[src/rtl/filt_pkg.sv]
// ---------------------------------------------------------------------------
// filt_pkg -- shared helpers for the filter family.
//   ch_width    : channel index width, never less than 1 bit
//   depth_width : width of a log2 window selector that can hold 0..max_depth
//   acc_width   : accumulator width that holds a full window without overflow
//   shift_rtz   : arithmetic divide by 2**sh, rounding toward zero
// ---------------------------------------------------------------------------
package filt_pkg;

  localparam int RTZ_W = 64;

  function automatic int ch_width(input int num_ch);
    return (num_ch > 1) ? $clog2(num_ch) : 1;
  endfunction

  function automatic int depth_width(input int max_depth);
    return (max_depth > 0) ? $clog2(max_depth + 1) : 1;
  endfunction

  function automatic int acc_width(input int data_width, input int max_depth);
    return data_width + max_depth;
  endfunction

  // A plain >>> rounds toward minus infinity; shifting the magnitude and
  // restoring the sign gives truncation toward zero instead.
  function automatic logic signed [RTZ_W-1:0] shift_rtz(
    input logic signed [RTZ_W-1:0] a,
    input logic        [7:0]       sh
  );
    logic signed [RTZ_W-1:0] mag;
    if (a < 0) begin
      mag = -a;
      return -(mag >> sh);
    end
    return a >> sh;
  endfunction

endpackage

[src/rtl/filt_boxcar_mc_if.sv]
// ---------------------------------------------------------------------------
// filt_boxcar_mc_if -- sample stream into and out of the boxcar filter.
//   in_valid/in_ch/in_data      : input sample, driven by the master
//   out_valid/out_ch/out_data/
//   out_primed                  : filtered result, driven by the slave
// Handshake: valid-only. in_valid qualifies in_ch/in_data in the cycle it is
// high; there is no ready, the filter takes one sample every cycle. out_valid
// is a one-cycle pulse qualifying out_ch/out_data/out_primed.
// ---------------------------------------------------------------------------
interface filt_boxcar_mc_if #(
  parameter int DATA_WIDTH = 16,
  parameter int CH_W       = 2
);
  logic                         in_valid;
  logic        [CH_W-1:0]       in_ch;
  logic signed [DATA_WIDTH-1:0] in_data;
  logic                         out_valid;
  logic        [CH_W-1:0]       out_ch;
  logic signed [DATA_WIDTH-1:0] out_data;
  logic                         out_primed;

  modport master (
    output in_valid, in_ch, in_data,
    input  out_valid, out_ch, out_data, out_primed
  );

  modport slave (
    input  in_valid, in_ch, in_data,
    output out_valid, out_ch, out_data, out_primed
  );
endinterface

[src/rtl/ram_sdp_sync.sv]
// ---------------------------------------------------------------------------
// ram_sdp_sync -- simple dual-port RAM, one write port, one synchronous read
// port. A read and write to the same address in one cycle returns the old
// contents; any forwarding is the caller's job. Contents are not reset.
//   clk     : clock
//   wr_en   : write strobe for wr_addr/wr_data
//   rd_addr : read address, data appears on rd_q after the next edge
// ---------------------------------------------------------------------------
module ram_sdp_sync #(
  parameter int DATA_WIDTH = 16,
  parameter int DEPTH      = 128,
  parameter int ADDR_W     = 7
) (
  input  logic                  clk,
  input  logic                  wr_en,
  input  logic [ADDR_W-1:0]     wr_addr,
  input  logic [DATA_WIDTH-1:0] wr_data,
  input  logic [ADDR_W-1:0]     rd_addr,
  output logic [DATA_WIDTH-1:0] rd_q
);

  logic [DATA_WIDTH-1:0] mem [DEPTH];

  always_ff @(posedge clk) begin
    if (wr_en) begin
      mem[wr_addr] <= wr_data;
    end
    rd_q <= mem[rd_addr];
  end

endmodule

[src/rtl/filt_boxcar_mc.sv]
// ---------------------------------------------------------------------------
// filt_boxcar_mc -- multi-channel moving average over a window of
// L = 2**depth_sel samples, channels time-multiplexed on one stream.
//   clk, rst  : clock, synchronous active-high reset
//   clear     : flush all channel windows (RAM contents are left alone)
//   depth_sel : log2 window length, saturates at MAX_DEPTH; any change
//               flushes all channel windows
//   bus       : sample stream (slave side), see filt_boxcar_mc_if
// Two stages: S0 reads the sample leaving the window and bumps wptr/count,
// S1 updates the accumulator, writes the new sample and registers outputs.
// ---------------------------------------------------------------------------
module filt_boxcar_mc
  import filt_pkg::*;
#(
  parameter  int DATA_WIDTH = 16,
  parameter  int NUM_CH     = 4,
  parameter  int MAX_DEPTH  = 5,
  localparam int CH_W       = ch_width(NUM_CH),
  localparam int D_W        = depth_width(MAX_DEPTH),
  localparam int ACC_W      = acc_width(DATA_WIDTH, MAX_DEPTH)
) (
  input  logic           clk,
  input  logic           rst,
  input  logic           clear,
  input  logic [D_W-1:0] depth_sel,
  filt_boxcar_mc_if.slave bus
);

  localparam int                AW       = CH_W + MAX_DEPTH;
  localparam logic [D_W-1:0]    MAX_D    = D_W'(MAX_DEPTH);
  localparam logic [CH_W:0]     NUM_CH_V = (CH_W + 1)'(NUM_CH);
  localparam logic [MAX_DEPTH:0] ONE_CNT = (MAX_DEPTH + 1)'(1);

  // Per-channel window state.
  logic signed [ACC_W-1:0]     acc   [NUM_CH];
  logic        [MAX_DEPTH-1:0] wptr  [NUM_CH];
  logic        [MAX_DEPTH:0]   count [NUM_CH];

  logic [D_W-1:0] depth_q;
  logic [D_W-1:0] depth_eff;
  logic [MAX_DEPTH:0] win_len;
  logic flush;

  // S0 signals
  logic                 in_range;
  logic                 s0_take;
  logic [CH_W-1:0]      s0_ch;
  logic [MAX_DEPTH-1:0] wptr_cur;
  logic [MAX_DEPTH:0]   cnt_cur;
  logic [AW-1:0]        rd_addr;

  // S1 registers
  logic                         s1_valid;
  logic [CH_W-1:0]              s1_ch;
  logic signed [DATA_WIDTH-1:0] s1_data;
  logic [MAX_DEPTH-1:0]         s1_wptr;
  logic                         s1_full;
  logic                         s1_primed;
  logic                         s1_byp;
  logic signed [DATA_WIDTH-1:0] s1_byp_data;

  logic                         wr_en;
  logic [AW-1:0]                wr_addr;
  logic [DATA_WIDTH-1:0]        rd_q;
  logic signed [DATA_WIDTH-1:0] old_s;
  logic signed [ACC_W-1:0]      acc_new;
  logic signed [RTZ_W-1:0]      avg_w;
  logic                         unused_avg_hi;

  always_comb begin
    depth_eff = (depth_q > MAX_D) ? MAX_D : depth_q;
    win_len   = ONE_CNT << depth_eff;
    // A new window length invalidates every running sum, so it flushes.
    flush     = clear | (depth_sel != depth_q);

    in_range  = ({1'b0, bus.in_ch} < NUM_CH_V);
    s0_take   = bus.in_valid & in_range & ~flush;
    s0_ch     = in_range ? bus.in_ch : '0;
    wptr_cur  = wptr[s0_ch];
    cnt_cur   = count[s0_ch];
    // Oldest sample of the window; for L = 2**MAX_DEPTH this wraps onto the
    // slot about to be overwritten, which still holds it.
    rd_addr   = {s0_ch, wptr_cur - win_len[MAX_DEPTH-1:0]};

    wr_en     = s1_valid & ~flush & ~rst;
    wr_addr   = {s1_ch, s1_wptr};

    // Before the window fills the RAM slot is stale, so the leaving sample is 0.
    old_s     = '0;
    if (s1_full) begin
      old_s = s1_byp ? s1_byp_data : $signed(rd_q);
    end
    acc_new   = acc[s1_ch] + ACC_W'(s1_data) - ACC_W'(old_s);
    avg_w     = shift_rtz(RTZ_W'(acc_new), 8'(depth_eff));
    unused_avg_hi = ^avg_w[RTZ_W-1:DATA_WIDTH];
  end

  ram_sdp_sync #(
    .DATA_WIDTH (DATA_WIDTH),
    .DEPTH      (NUM_CH << MAX_DEPTH),
    .ADDR_W     (AW)
  ) u_ram (
    .clk     (clk),
    .wr_en   (wr_en),
    .wr_addr (wr_addr),
    .wr_data (s1_data),
    .rd_addr (rd_addr),
    .rd_q    (rd_q)
  );

  always_ff @(posedge clk) begin
    if (rst) begin
      depth_q        <= depth_sel;
      s1_valid       <= 1'b0;
      s1_ch          <= '0;
      s1_data        <= '0;
      s1_wptr        <= '0;
      s1_full        <= 1'b0;
      s1_primed      <= 1'b0;
      s1_byp         <= 1'b0;
      s1_byp_data    <= '0;
      bus.out_valid  <= 1'b0;
      bus.out_ch     <= '0;
      bus.out_data   <= '0;
      bus.out_primed <= 1'b0;
      for (int i = 0; i < NUM_CH; i++) begin
        acc[i]   <= '0;
        wptr[i]  <= '0;
        count[i] <= '0;
      end
    end else if (flush) begin
      // Drops the S0 sample and the S1 sample in flight.
      depth_q       <= depth_sel;
      s1_valid      <= 1'b0;
      bus.out_valid <= 1'b0;
      for (int i = 0; i < NUM_CH; i++) begin
        acc[i]   <= '0;
        wptr[i]  <= '0;
        count[i] <= '0;
      end
    end else begin
      if (s0_take) begin
        wptr[s0_ch]  <= wptr_cur + MAX_DEPTH'(1);
        count[s0_ch] <= (cnt_cur >= win_len) ? win_len : cnt_cur + ONE_CNT;
      end
      s1_valid    <= s0_take;
      s1_ch       <= s0_ch;
      s1_data     <= bus.in_data;
      s1_wptr     <= wptr_cur;
      s1_full     <= (cnt_cur >= win_len);
      s1_primed   <= (cnt_cur >= win_len - ONE_CNT);
      // The RAM returns pre-write data, so a same-cycle write to the slot
      // being read (same channel back to back with L = 1) is forwarded.
      s1_byp      <= wr_en && (rd_addr == wr_addr);
      s1_byp_data <= s1_data;

      bus.out_valid <= s1_valid;
      if (s1_valid) begin
        acc[s1_ch]     <= acc_new;
        bus.out_ch     <= s1_ch;
        bus.out_data   <= avg_w[DATA_WIDTH-1:0];
        bus.out_primed <= s1_primed;
      end
    end
  end

endmodule
[src/flat_wrapper.sv]
// flat-port wrapper written by rule: the top's interface ports become plain ports
module filt_boxcar_mc_flat import filt_pkg::*;
#(
  parameter  int DATA_WIDTH = 16,
  parameter  int NUM_CH     = 4,
  parameter  int MAX_DEPTH  = 5,
  localparam int CH_W       = ch_width(NUM_CH),
  localparam int D_W        = depth_width(MAX_DEPTH),
  localparam int ACC_W      = acc_width(DATA_WIDTH, MAX_DEPTH)
)
  (clk, rst, clear, depth_sel, bus_in_valid, bus_in_ch, bus_in_data, bus_out_valid, bus_out_ch, bus_out_data, bus_out_primed);
  filt_boxcar_mc_if #(.DATA_WIDTH(DATA_WIDTH)) bus_i ();
  input  logic clk;
  input  logic rst;
  input  logic clear;
  input  logic [D_W-1:0] depth_sel;
  input wire logic [$bits(bus_i.in_valid)-1:0] bus_in_valid;
  input wire logic [$bits(bus_i.in_ch)-1:0] bus_in_ch;
  input wire logic [$bits(bus_i.in_data)-1:0] bus_in_data;
  output wire logic [$bits(bus_i.out_valid)-1:0] bus_out_valid;
  output wire logic [$bits(bus_i.out_ch)-1:0] bus_out_ch;
  output wire logic [$bits(bus_i.out_data)-1:0] bus_out_data;
  output wire logic [$bits(bus_i.out_primed)-1:0] bus_out_primed;
  assign bus_i.in_valid = bus_in_valid;
  assign bus_i.in_ch = bus_in_ch;
  assign bus_i.in_data = bus_in_data;
  assign bus_out_valid = bus_i.out_valid;
  assign bus_out_ch = bus_i.out_ch;
  assign bus_out_data = bus_i.out_data;
  assign bus_out_primed = bus_i.out_primed;
  filt_boxcar_mc #(.DATA_WIDTH(DATA_WIDTH), .NUM_CH(NUM_CH), .MAX_DEPTH(MAX_DEPTH)) u_core (.clk(clk), .rst(rst), .clear(clear), .depth_sel(depth_sel), .bus(bus_i));
endmodule
[config.mk]
export PLATFORM = sky130hd
export DESIGN_NAME = filt_boxcar_mc_flat
export DESIGN_NICKNAME = d
export VERILOG_FILES = /design/src/rtl/filt_pkg.sv /design/src/rtl/filt_boxcar_mc_if.sv /design/src/rtl/ram_sdp_sync.sv /design/src/rtl/filt_boxcar_mc.sv /design/src/flat_wrapper.sv
export SDC_FILE = /design/constraint.sdc
export NUM_CORES = 2
export LEC_CHECK = 0
export CAP_MARGIN = 20
export CORE_MARGIN = 3
export CORE_UTILIZATION = 54
export CTS_BUF_LIST = sky130_fd_sc_hd__clkbuf_4 sky130_fd_sc_hd__clkbuf_8
export DETAILED_ROUTE_END_ITERATION = 7
export PLACE_DENSITY = 0.7
export SKIP_LAST_GASP = 1
export SLEW_MARGIN = 20
export SYNTH_ARGS = -nofsm -noshare
export SYNTH_HDL_FRONTEND = slang
export SYNTH_SLANG_ARGS = --single-unit
[constraint.sdc]
create_clock -name clk -period 8 [get_ports clk]
set_clock_uncertainty 0.15 [all_clocks]
set_input_delay 1.2 -clock clk [delete_from_list [all_inputs] [get_ports clk]]
set_output_delay 1.2 -clock clk [all_outputs]
set_load 0.005 [all_outputs]
==> flow_results.org <==
** Synthesis
- Most common cell in the synthesized netlist :: sky130_fd_sc_hd__edfxtp_1
- The number of nets handed over by synthesis was 4,994.
- Share of synthesized cell area in and, or, nand and nor gates :: 0.0424
- Share of synthesized registers carrying an async set or reset :: 0
- Gate count after technology mapping :: around 4,900
- Proportion of synthesized chip area in sequential cells :: 0.726
- Main combinational cell family by area after synthesis :: multiplexers
- After synthesis the netlist holds a flip-flop and latch count of approximately 2,300.
- Of the total synthesized cell area, the portion taken by full adders, half adders and majority gates is 0.0101.
- EDFF count, synth :: around 2,200
- For this run, the leading register cell type out of synthesis is sky130_fd_sc_hd__edfxtp_1.
- XOR/XNOR share of the synthesized area :: 0.00483
- Leading post-synthesis cells by instance count :: sky130_fd_sc_hd__edfxtp_1 (2,179), sky130_fd_sc_hd__mux4_2 (576), sky130_fd_sc_hd__nor2_1 (324)
- Top cell type by total area after synthesis :: sky130_fd_sc_hd__edfxtp_1
- Measured against the total synthesized area, the mux share comes to 0.159.
- The synthesized-area fraction occupied by ao, oa, aoi and oai cells is 0.0417.
- Averaged over all synthesized cells, the footprint is 18.8 um^2.
- Syn Std Cell Area :: between 90,000 and 100,000 um^2
- Synthesis Warnings :: 0
- After synthesis, the netlist uses 94 different library cells.
- Top cell type's share of synthesized area :: 0.708
- Cell types with the largest area share after synthesis :: sky130_fd_sc_hd__edfxtp_1 (71%), sky130_fd_sc_hd__mux4_2 (14%), sky130_fd_sc_hd__dfxtp_1 (1.8%), sky130_fd_sc_hd__mux2i_1 (1.6%), sky130_fd_sc_hd__nor2_1 (1.3%)

** Placed design
- Placer's final routability congestion estimate :: roughly 0.89
- Number of instances in the placed design :: a little over 7,000
- In this run the tool buffered the top-level ports with 44 buffer cells.
- Detailed placement finished with a half-perimeter wire length of 131,000 um.
- At the placement stage, the worst setup path has a slack of 1080 ps.

** Setup path
- For the worst setup path, the data arrival time is slightly below 8000 ps.
- STA classifies the critical path endpoint as a flip-flop.
- The largest individual stage delay along the critical path comes from the cell sky130_fd_sc_hd__a221oi_2.
- The worst setup path is of the reg -> reg kind.
- The worst setup path is launched from a flip-flop.
- Critical path required time :: approximately 9000 ps
- Maximum fanout along the worst path :: 14
- The largest single stage delay on the critical path is roughly 730 ps.
- The critical path goes through buf_4 -> mux4_2 -> inv_1 -> fa_1 -> inv_1 -> ha_1 -> a21oi_1 -> o22ai_1 -> a221oi_2 -> nor4b_2 -> xnor2_1 -> nand2_1 -> a32oi_1 -> nand3_1 -> or4_1 -> or3_1 -> a31oi_1 -> a21oi_1.

** Clock tree
- Worst skew pair latency :: approximately 1000 ps
- The number of gates resized after CTS was 0.
- The clock tree synthesis step divided the H-tree into 5 levels.
- Setup repair bufs after CTS :: 0
- TritonCTS clock tree :: yes
- The number of hold buffers added after CTS was 0.
- Clock-pin slew was measured on the worst setup and hold paths at 60 ps.
- Clock tree synthesis selected as its root buffer the cell sky130_fd_sc_hd__clkbuf_8.
- Clock tree synthesis inserted a total of about 370 buffers.
- The tree built by TritonCTS fans out to approximately 2,300 sinks.
- The clock passes through at most 4 buffers.

** Layout
- Number of fillers in the final layout :: approximately 12,000
- Post-synthesis to final-layout area growth :: 12.3%
- The finished layout holds a little under 8,000 standard cells, fillers aside.
- At the end of the flow the core is filled with cells to 0.612.
- Number of nets in the final layout :: roughly 5,400
- Fraction of layout instances using a drive strength above 1 :: 0.267

** STA
- In this run the tightest slew margin relative to its limit is 0.259.
- The count of final max-slew check failures is 0.
- In the finished design, the share of the clock period the worst path needs comes to 0.875.
- Setup repair after global routing left no endpoint under its margin.
- Max Fclk :: roughly 140 MHz
- Final worst slack :: 1000 ps
- For the final routed database, the setup TNS stands at 0 ps.
- At the pin with the least slew margin, the transition time is approximately 1100 ps.
- Setup violations remaining at the end of the flow were counted as 0.
- Fin. Hold Viols :: 0
- Post-layout min period :: roughly 7000 ps

** Power and ir drop
- Final total power :: between 0.02 and 0.03 W
- Switch share :: 0.265
- In this run the static leakage power is roughly 37 nW.
- The share of total power dissipated in combinational logic is 0.148.
- Internal power contribution :: between 0.015 and 0.02 W
- Power spread over the standard cell area amounts to between 200 and 300 nW/um^2.
- Proportion of power drawn by flip-flops and latches :: 0.493
- Maximum vdd ir drop :: approximately 0.23 mV
- P_sw :: roughly 0.0070 W
- Of the total power, the clock network draws 0.360.

** Floorplanning
- Area of the die :: 176,000 um^2
- Effective utilization at floorplan :: 0.545
- In this run the core area contains about 150 standard-cell rows.
- The die is approximately 420 um wide.
- In this run the count of I/O pins placed on the die edge is 45.
- Area of the core region :: about 170,000 um^2
- Measured along the y axis, the die boundary spans ~420 um.

** Route
- In the final routing, the length of wire on met1 measures 90,800 um.
- Met2 wire length :: 108,000 um
- After detailed routing, the met3 layer carries slightly below 20,000 um of wire.
- Top sig layer :: met5
- Average wire per standard cell :: about 29 um
- For this run, the detailed router's first-pass iteration total came to 5.
- In the routed layout, each cell is associated on average with a via count of roughly 6.3.
- In this run, the number of DRC markers left after iteration 0 of detailed routing was between 5,000 and 6,000.
- Routed Antenna Nets :: 0
- Wire length reported by the detailed router :: between 200,000 and 250,000 um
- For this run, design rule violations remaining after detail routing come to 0.
- The detailed router placed 49,000 vias in this run.

** Global route
- Overall track demand over capacity in global routing :: 0.258
- The via count of the first global-routing pass was a little under 50,000.
- Global route total overflow :: 0
- Wire length of the first global-routing pass :: about 330,000 um
- Entering global routing, the biggest net connects between 100 and 150 pins.
- Number of antenna violations at the first check in global routing :: 12

** Min path
- Hold crit path type :: reg -> reg

** Run
- The tool flagged a number of max-cap violations equal to 0.

** Run status
- Run status :: finished, final reports clean
-- power groups by stage --
stage | clock network (W) | registers [W] | logic, W
floorplan | 0 | 0.0133 | 0.00257
global placement | 0 | 0.0133 | 0.00386
detailed placement | 0 | 0.0133 | 0.00389
CTS | 0.00971 | 0.0131 | 0.00390
global route | 0.0103 | 0.0131 | 0.00416
finish | 0.00953 | 0.0131 | 0.00392
-- flip-flops by register name (all words and copies together), names as in the netlist, named ones only --
name                   count
u_core.u_ram.mem        2048
u_core.acc                84
u_core.count              24
u_core.wptr               20
u_core.bus.out_data       16
u_core.s1_byp_data        16
u_core.s1_data            16
u_core.u_ram.rd_q         16
u_core.s1_wptr             5
u_core.depth_q             3
u_core.bus.out_ch          2
u_core.s1_ch               2
u_core.bus.out_primed      1
u_core.bus.out_valid       1
u_core.s1_byp              1
u_core.s1_full             1
u_core.s1_primed           1
u_core.s1_valid            1
-- cell type report --
class | count | area, um^2 | share of cell area
multi-input combinational | 2259 | 24000 | 0.231
antenna | 7 | 17.5 | 0.000169
timing repair buffer | 296 | 2590 | 0.0250
sequential | 2260 | 67100 | 0.647
clock buffer | 495 | 6190 | 0.0597
clock inverter | 155 | 783 | 0.00755
tap | 2218 | 2780 | 0.0267
inverter | 85 | 319 | 0.00308
-- cell usage in the layout, fill, tap and decap left out, types with 83 or more instances in the layout --
| cell | n |
|---|---|
| sky130_fd_sc_hd__edfxtp_1 | 2179 |
| sky130_fd_sc_hd__mux2i_1 | 148 |
| sky130_fd_sc_hd__buf_4 | 231 |
| sky130_fd_sc_hd__mux4_2 | 576 |
| sky130_fd_sc_hd__a211oi_1 | 153 |
| sky130_fd_sc_hd__clkinv_1 | 88 |
| sky130_fd_sc_hd__nand2_1 | 187 |
| sky130_fd_sc_hd__clkbuf_8 | 396 |
| sky130_fd_sc_hd__nor2_1 | 321 |
| sky130_fd_sc_hd__a21oi_1 | 239 |
| sky130_fd_sc_hd__nor2b_1 | 146 |
| sky130_fd_sc_hd__clkbuf_4 | 99 |
| sky130_fd_sc_hd__inv_1 | 83 |
-- routing by layer --
layer  up-vias  track usage
met3       415       0.0551
met4         4       0.0827
li1      20700            -
met5         -            0
met2      2330        0.402
met1     25500        0.371
-- worst max-delay path: cells and delay by family, from the launching register on --
kind | cells | cell delay [ps]
and+or+nand+nor | 5 | 2060
buffers and inverters | 3 | 580
DFF | 1 | 700
muxes | 1 | 550
xor gates and xnor gates | 1 | 260
AOI/OAI and AO/OA | 6 | 1820
adders and majority gates | 2 | 740
-- kinds of logic (layout without fill, tap and decap cells) --
kind of cell,count (synthesis),count (layout)
xor gates and xnor gates,51,51
muxes,746,746
and+or+nand+nor,816,816
buffers and inverters,388,1031
other,1,8
AOI/OAI and AO/OA,583,583
DFF,2260,2260
adders and majority gates,62,62
-- worst paths after layout --
path	startpoint	to	slack (ps)	cells past startpoint
worst max-delay path	flip-flop	u_core.bus.out_data[13]$_SDFFE_PP0P_	1000	18
worst max register to register	flip-flop	u_core.bus.out_data[13]$_SDFFE_PP0P_	1000	18
worst min register to register	u_core.s1_byp_data[0]$_SDFFE_PP0N_	u_core.s1_byp_data[0]$_SDFFE_PP0N_	310	2
worst min-delay path	u_core.s1_byp_data[0]$_SDFFE_PP0N_	u_core.s1_byp_data[0]$_SDFFE_PP0N_	310	2
-- through the flow --
step | instance area (um^2) | hold WS, ps
floorplan | 92400 | 279
global placement | 96800 | 292
detailed placement | 96800 | 297
CTS | 104000 | 305
global route | 104000 | 331
finish | 104000 | 308
Power figures use the tool's default switching activity.
